==> config.mk <==
export PLATFORM = sky130hd
export DESIGN_NAME = spi_reg_bank
export DESIGN_NICKNAME = d
export VERILOG_FILES = /design/src/rtl/spi_reg_bank_pkg.sv /design/src/rtl/spi_reg_bank_edge.sv /design/src/rtl/spi_reg_bank.sv
export SDC_FILE = /design/constraint.sdc
export NUM_CORES = 1
export LEC_CHECK = 0
export CAP_MARGIN = 10
export CORE_MARGIN = 1
export CORE_UTILIZATION = 50
export CTS_BUF_LIST = sky130_fd_sc_hd__clkbuf_16
export DETAILED_ROUTE_END_ITERATION = 10
export PLACE_DENSITY = 0.81
export SYNTH_ARGS = -nofsm -noshare
export SYNTH_HDL_FRONTEND = slang
export SYNTH_SLANG_ARGS = --single-unit
==> constraint.sdc <==
create_clock -name iclk -period 8.2 [get_ports iclk]
set_clock_uncertainty 0.2 [all_clocks]
set_input_delay 1.64 -clock iclk [delete_from_list [all_inputs] [get_ports iclk]]
set_output_delay 1.64 -clock iclk [all_outputs]
set_load 0.02 [all_outputs]
==> src/rtl/spi_reg_bank_pkg.sv <==
// spi_reg_bank_pkg: shared state encoding and constants for the SPI register bank
package spi_reg_bank_pkg;
  typedef enum logic [1:0] {IDLE, CMD, DATA} state_t;
  localparam int RW_MSB_OFS = 1;
  localparam int DEF_TIMEOUT_CYC = 64;
endpackage

==> src/rtl/spi_reg_bank_edge.sv <==
// spi_edge_sync: two-flop sclk synchroniser plus a third flop for edge detection
module spi_edge_sync (
  input  logic iclk,
  input  logic rst,
  input  logic sclk,
  output logic rise_pulse,
  output logic fall_pulse
);
  logic [2:0] r_sync;
  always_ff @(posedge iclk or posedge rst)
    if (rst) r_sync <= '0;
    else r_sync <= {r_sync[1:0], sclk};
  assign rise_pulse = r_sync[1] & ~r_sync[2];
  assign fall_pulse = ~r_sync[1] & r_sync[2];
endmodule

==> src/rtl/spi_reg_bank.sv <==
// spi_reg_bank: SPI-addressed register bank with burst read/write, read-only slots and frame timeout
module spi_reg_bank import spi_reg_bank_pkg::*; #(
  parameter int NUM_REGS = 8,
  parameter int DATA_W = 8,
  parameter int TIMEOUT_CYC = DEF_TIMEOUT_CYC,
  parameter logic [NUM_REGS-1:0] RO_MASK = '0
) (
  input  logic                         iclk,
  input  logic                         rst,
  input  logic                         sclk,
  input  logic                         serial_in,
  output logic                         serial_out,
  input  logic [NUM_REGS*DATA_W-1:0]   ro_data,
  output logic [NUM_REGS*DATA_W-1:0]   reg_data,
  output logic                         wr_strobe,
  output logic [$clog2(NUM_REGS)-1:0]  wr_addr,
  output logic                         busy,
  output logic                         frame_err
);
  localparam int AW = $clog2(NUM_REGS);
  localparam int BW = $clog2(DATA_W);
  localparam int TW = $clog2(TIMEOUT_CYC + 1);
  state_t r_state, w_next;
  logic [BW-1:0] r_bitcnt;
  logic [DATA_W-2:0] r_sh_in;
  logic [DATA_W-1:0] r_sh_out, w_word;
  logic [AW-1:0] r_ptr, w_ptr_inc, r_wr_addr;
  logic [TW-1:0] r_tmo;
  logic r_rw, r_so, r_ferr, r_wr_strobe, w_rise, w_fall, w_last, w_timeout;
  logic [DATA_W-1:0] r_regs [NUM_REGS];
  spi_edge_sync u_sync (.iclk(iclk), .rst(rst), .sclk(sclk), .rise_pulse(w_rise), .fall_pulse(w_fall));
  function automatic logic [DATA_W-1:0] rd_word(input logic [AW-1:0] a);
    return RO_MASK[a] ? ro_data[a*DATA_W +: DATA_W] : r_regs[a];
  endfunction
  assign w_word = {r_sh_in, serial_in};
  assign w_last = r_bitcnt == BW'(DATA_W - 1);
  assign w_ptr_inc = (r_ptr == AW'(NUM_REGS - 1)) ? '0 : r_ptr + 1'b1;
  // a commit needs an sclk edge, which also clears the counter, so commit and timeout never coincide
  assign w_timeout = r_state != IDLE && !(w_rise || w_fall) && r_tmo == TW'(TIMEOUT_CYC - 1);
  always_ff @(posedge iclk or posedge rst)
    if (rst) r_state <= IDLE;
    else r_state <= w_next;
  always_comb begin
    w_next = w_timeout ? IDLE : !w_rise ? r_state : (r_state == IDLE) ? CMD :
             (r_state == CMD && w_last) ? DATA : r_state;
  end
  always_comb begin
    busy = r_state != IDLE;
    serial_out = r_so && r_state == DATA && r_rw;
  end
  always_ff @(posedge iclk or posedge rst) begin
    if (rst) begin
      r_bitcnt <= '0;
      r_sh_in <= '0;
      r_sh_out <= '0;
      r_ptr <= '0;
      r_rw <= 1'b0;
      r_so <= 1'b0;
      r_tmo <= '0;
      r_ferr <= 1'b0;
      r_wr_strobe <= 1'b0;
      r_wr_addr <= '0;
      for (int k = 0; k < NUM_REGS; k++) r_regs[k] <= '0;
    end else begin
      r_wr_strobe <= 1'b0;
      r_tmo <= (w_rise || w_fall) ? '0 : (r_tmo == TW'(TIMEOUT_CYC)) ? r_tmo : r_tmo + 1'b1;
      if (w_timeout) begin
        r_ferr <= r_bitcnt != '0;
        r_bitcnt <= '0;
        r_so <= 1'b0;
      end else if (w_rise) begin
        r_sh_in <= w_word[DATA_W-2:0];
        r_bitcnt <= w_last ? '0 : r_bitcnt + 1'b1;
        if (r_state == IDLE) r_ferr <= 1'b0;
        if (r_state == CMD && w_last) begin
          r_rw <= w_word[DATA_W-RW_MSB_OFS];
          r_ptr <= w_word[AW-1:0];
          r_sh_out <= rd_word(w_word[AW-1:0]);
        end
        if (r_state == DATA && w_last) begin
          r_ptr <= w_ptr_inc;
          if (r_rw) r_sh_out <= rd_word(w_ptr_inc);
          else if (!RO_MASK[r_ptr]) begin
            r_regs[r_ptr] <= w_word;
            r_wr_strobe <= 1'b1;
            r_wr_addr <= r_ptr;
          end
        end
      end else if (w_fall && r_state == DATA && r_rw) begin
        r_so <= r_sh_out[DATA_W-1];
        r_sh_out <= r_sh_out << 1;
      end
    end
  end
  for (genvar i = 0; i < NUM_REGS; i++) begin : g_out
    assign reg_data[i*DATA_W +: DATA_W] = RO_MASK[i] ? '0 : r_regs[i];
  end
  assign wr_strobe = r_wr_strobe;
  assign wr_addr = r_wr_addr;
  assign frame_err = r_ferr;
endmodule

==> impl_results.md <==
* Num CTS Buffers at 9
* Count of final hold-check violations at 0
* Post-route ant nets at 0
* PortBufs at 74
* Simple-Gate Fraction of Synth Area at 0.103
* Synthesized cell area at 5750 sq um
* Buffer count from post-CTS setup fixing at 0
* Starting Density at 0.521
* Hold Path Class: reg -> reg
* Post-place setup slack at 4080 ps
* DRC viols at 0
* Post-synth cell types at 62
* Final period util at 0.486
* Largest net degree at the start of global routing at 84
* Final setup fails at 0
* WP data required at 6360 ps
* Max stage delay cell, worst path: dfrtp_1
* Hold Buf Count CTS at 0
* Static Leakage at slightly below 3 nW
* Syn nets at between 500 and 600
* FF+latch count, synth at 104
* Min cycle time layout at 3980 ps
* Post-synthesis xor/xnor area fraction at 0.00762
* Hold_ws at 153 ps
* RR Endpoint: reg_data[16]
* Total GRT Usage at 0.268
* Worst setup startpoint: r_state[1]
* Crit path kind: reg -> out
* Synth-to-Final Area Change at 19.2%
* Unrepaired setup endpoints after global routing: false
* Worst Reg-to-Reg Cells at 7
* R2r startpoint: r_bitcnt[0]
* Critical Path Stages at 3
* Wire length of the first global-routing pass at about 24000 um
* CP arrival at 2140 ps
* Buf+Inv Stages, Crit Path at 1
* Most used DFF post-synth: dfrtp_1
* Startpoint types: flop
* Vias in the first global route at 4444
* Synth Warn # at 0
* Nets at 627
* Worst VDD drop at 0.168 mV
* DR WL met2 at 7200 um
* Clk slew on worst S/H paths at 70 ps
* Routed length on met1 at approximately 6100 um
* Row cnt at 38
* Share of layout cells above drive strength 1 at 0.236
* Clock Sinks at 104
* Proportion of synthesized area in mux cells at 0.249
* Cells along the critical path: and3b_1 -> and2_1 -> clkdlybuf4s50_1
* Vias per std cell at 6.42
* Rel. slew slack at 0.300
* Routed vias at 4459
* Worst skew pair latency at around 340 ps
* Clock Tree Root: clkbuf_16
* Delay-heaviest family, CP: flip-flops
* DR WL/cell at 21.5 um
* Sequential share of the synthesized area at 0.453
* Number of diodes at 0
* Post-synth ARST share at 1.00
* CP max FO at 19
* Measured slew at the worst slew-check pin at 1050 ps
* Most frequent cells in the layout: 104 x dfrtp_1, 84 x mux2_2, 74 x clkdlybuf4s50_1
* Initial antenna violation count at 0
* Max Fclk at 251 MHz
* Synth Area in Compound Gates at 0.129
* DIE WIDTH at 109 um
* Max-slew violations at 0
* Uppermost routed layer: met4
* Detailed Place HPWL at 9730 um
* Filler instances at 893
* Synth Area per Inst at about 12 sq um
* Number of cells upsized or downsized after cts at 0
* EDFF count, synth at 0
* Detailed Route Iter0 Violations at 413
* CTS tree: built
* Met3 WL at 1020 um
* Commonest non-fill, non-tap cell in the layout: dfrtp_1
* Max incr delay on CP at 700 ps
* Top Ports at 139
* Crit path capture type: primary output
* Max-Cap Viols at 0
* Die area at between 10000 and 15000 sq um
* Status: complete, no violations
* Sum Neg Setup Slack at 0 ps
* Final worst setup slack at around 4200 ps
* Grt total ovfl at 0
* Internal reg-to-reg setup slack at between 4000 and 5000 ps
* Chip height at between 100 and 150 um
* Setup crit end: serial_out
* Main combinational cell family by area after synthesis: multiplexers
* H-tree levels at 3
* Core Region at ~11000 sq um
* Max clock buf depth at 2
* Post-Synth Adder-Cell Area at 0.0196
* Post-Route WL at 15000 um
* Router iterations before antenna repair at 5
* Post-Syn Instances at 493
* GP Congestion at 0.868
* Core Util, Final at 0.621
* Pwr/cell area at 214 nW/um^2
[final cells by class]
type | instances | area, sq um | area share
clock inverter | 7 | 48.8 | 0.00712
timing repair buffer | 82 | 801 | 0.117
sequential | 104 | 2600 | 0.380
inverter | 20 | 77.6 | 0.0113
multi-input combinational | 333 | 2920 | 0.426
clock buffer | 9 | 225 | 0.0329
tap | 140 | 175 | 0.0256
[power breakdown]
part / total, mW / internal (mW) / switching, mW
clock: 0.401 / 0.206 / 0.195
sequential: 0.648 / 0.561 / 0.0876
combinational: 0.418 / 0.166 / 0.251
total: 1.47 / 0.933 / 0.534
[layer usage]
layer	track usage	up-vias
li1	-	1965
met4	0.147	0
met2	0.423	230
met3	0.0424	44
met5	0	-
met1	0.355	2220
[Yosys cell counts, drive strengths merged, types with 4 or more instances]
cell type	n	area, sq um
dfrtp	104	2600
mux2	84	946
clkbuf	26	97.6
nand2	23	86.3
o21ai	23	115
nor2	21	78.8
inv	20	75.1
a21oi	18	90.1
mux2i	17	170
mux4	14	315
buf	10	53.8
ha	9	113
a221o	7	70.1
nor3	7	51.3
o2bb2ai	7	61.3
a22oi	6	45.0
and2	6	37.5
nand2b	6	37.5
o22ai	6	37.5
a221oi	5	43.8
nand3	5	25.0
o221ai	5	43.8
xnor2	5	43.8
a211oi	4	30.0
a32oi	4	35.0
nor2b	4	25.0
[registers in the layout, summed over array words and instances (netlist names)]
signal         count
r_sh_out           8
r_tmo              7
wr_addr            3
r_state            2
wr_strobe          1
reg_data          64
r_rw               1
r_bitcnt           3
u_sync.r_sync      3
frame_err          1
r_ptr              3
r_sh_in            7
r_so               1
[kinds of logic after synthesis]
logic type | Yosys count
AO/OA/AOI/OAI | 106
XOR/XNOR | 5
adder cells (fa/ha/maj) | 9
flip-flops | 104
multiplexers | 115
buffers and inverters | 56
AND/OR/NAND/NOR | 98
[per-stage QoR]
step,area [sq um],power [mW],instances
6_report,6850,1.47,695
5_1_grt,6850,1.54,695
4_1_cts,6850,1.46,695
3_5_place_dp,6580,1.07,679
3_3_place_gp,6580,1.05,679
2_1_floorplan,5750,0.948,493
[worst min-delay path by stage]
stage | start | endpoint | slack (ps) | depth (start not counted)
floorplan | u_sync.r_sync[0] | u_sync.r_sync[1] | 130 | 0
global placement | u_sync.r_sync[0] | u_sync.r_sync[1] | 150 | 0
detailed placement | u_sync.r_sync[0] | u_sync.r_sync[1] | 140 | 0
CTS | u_sync.r_sync[0] | u_sync.r_sync[1] | 160 | 0
global route | u_sync.r_sync[0] | u_sync.r_sync[1] | 160 | 0
finish | u_sync.r_sync[0] | u_sync.r_sync[1] | 150 | 0
Power figures use the tool's default switching activity.
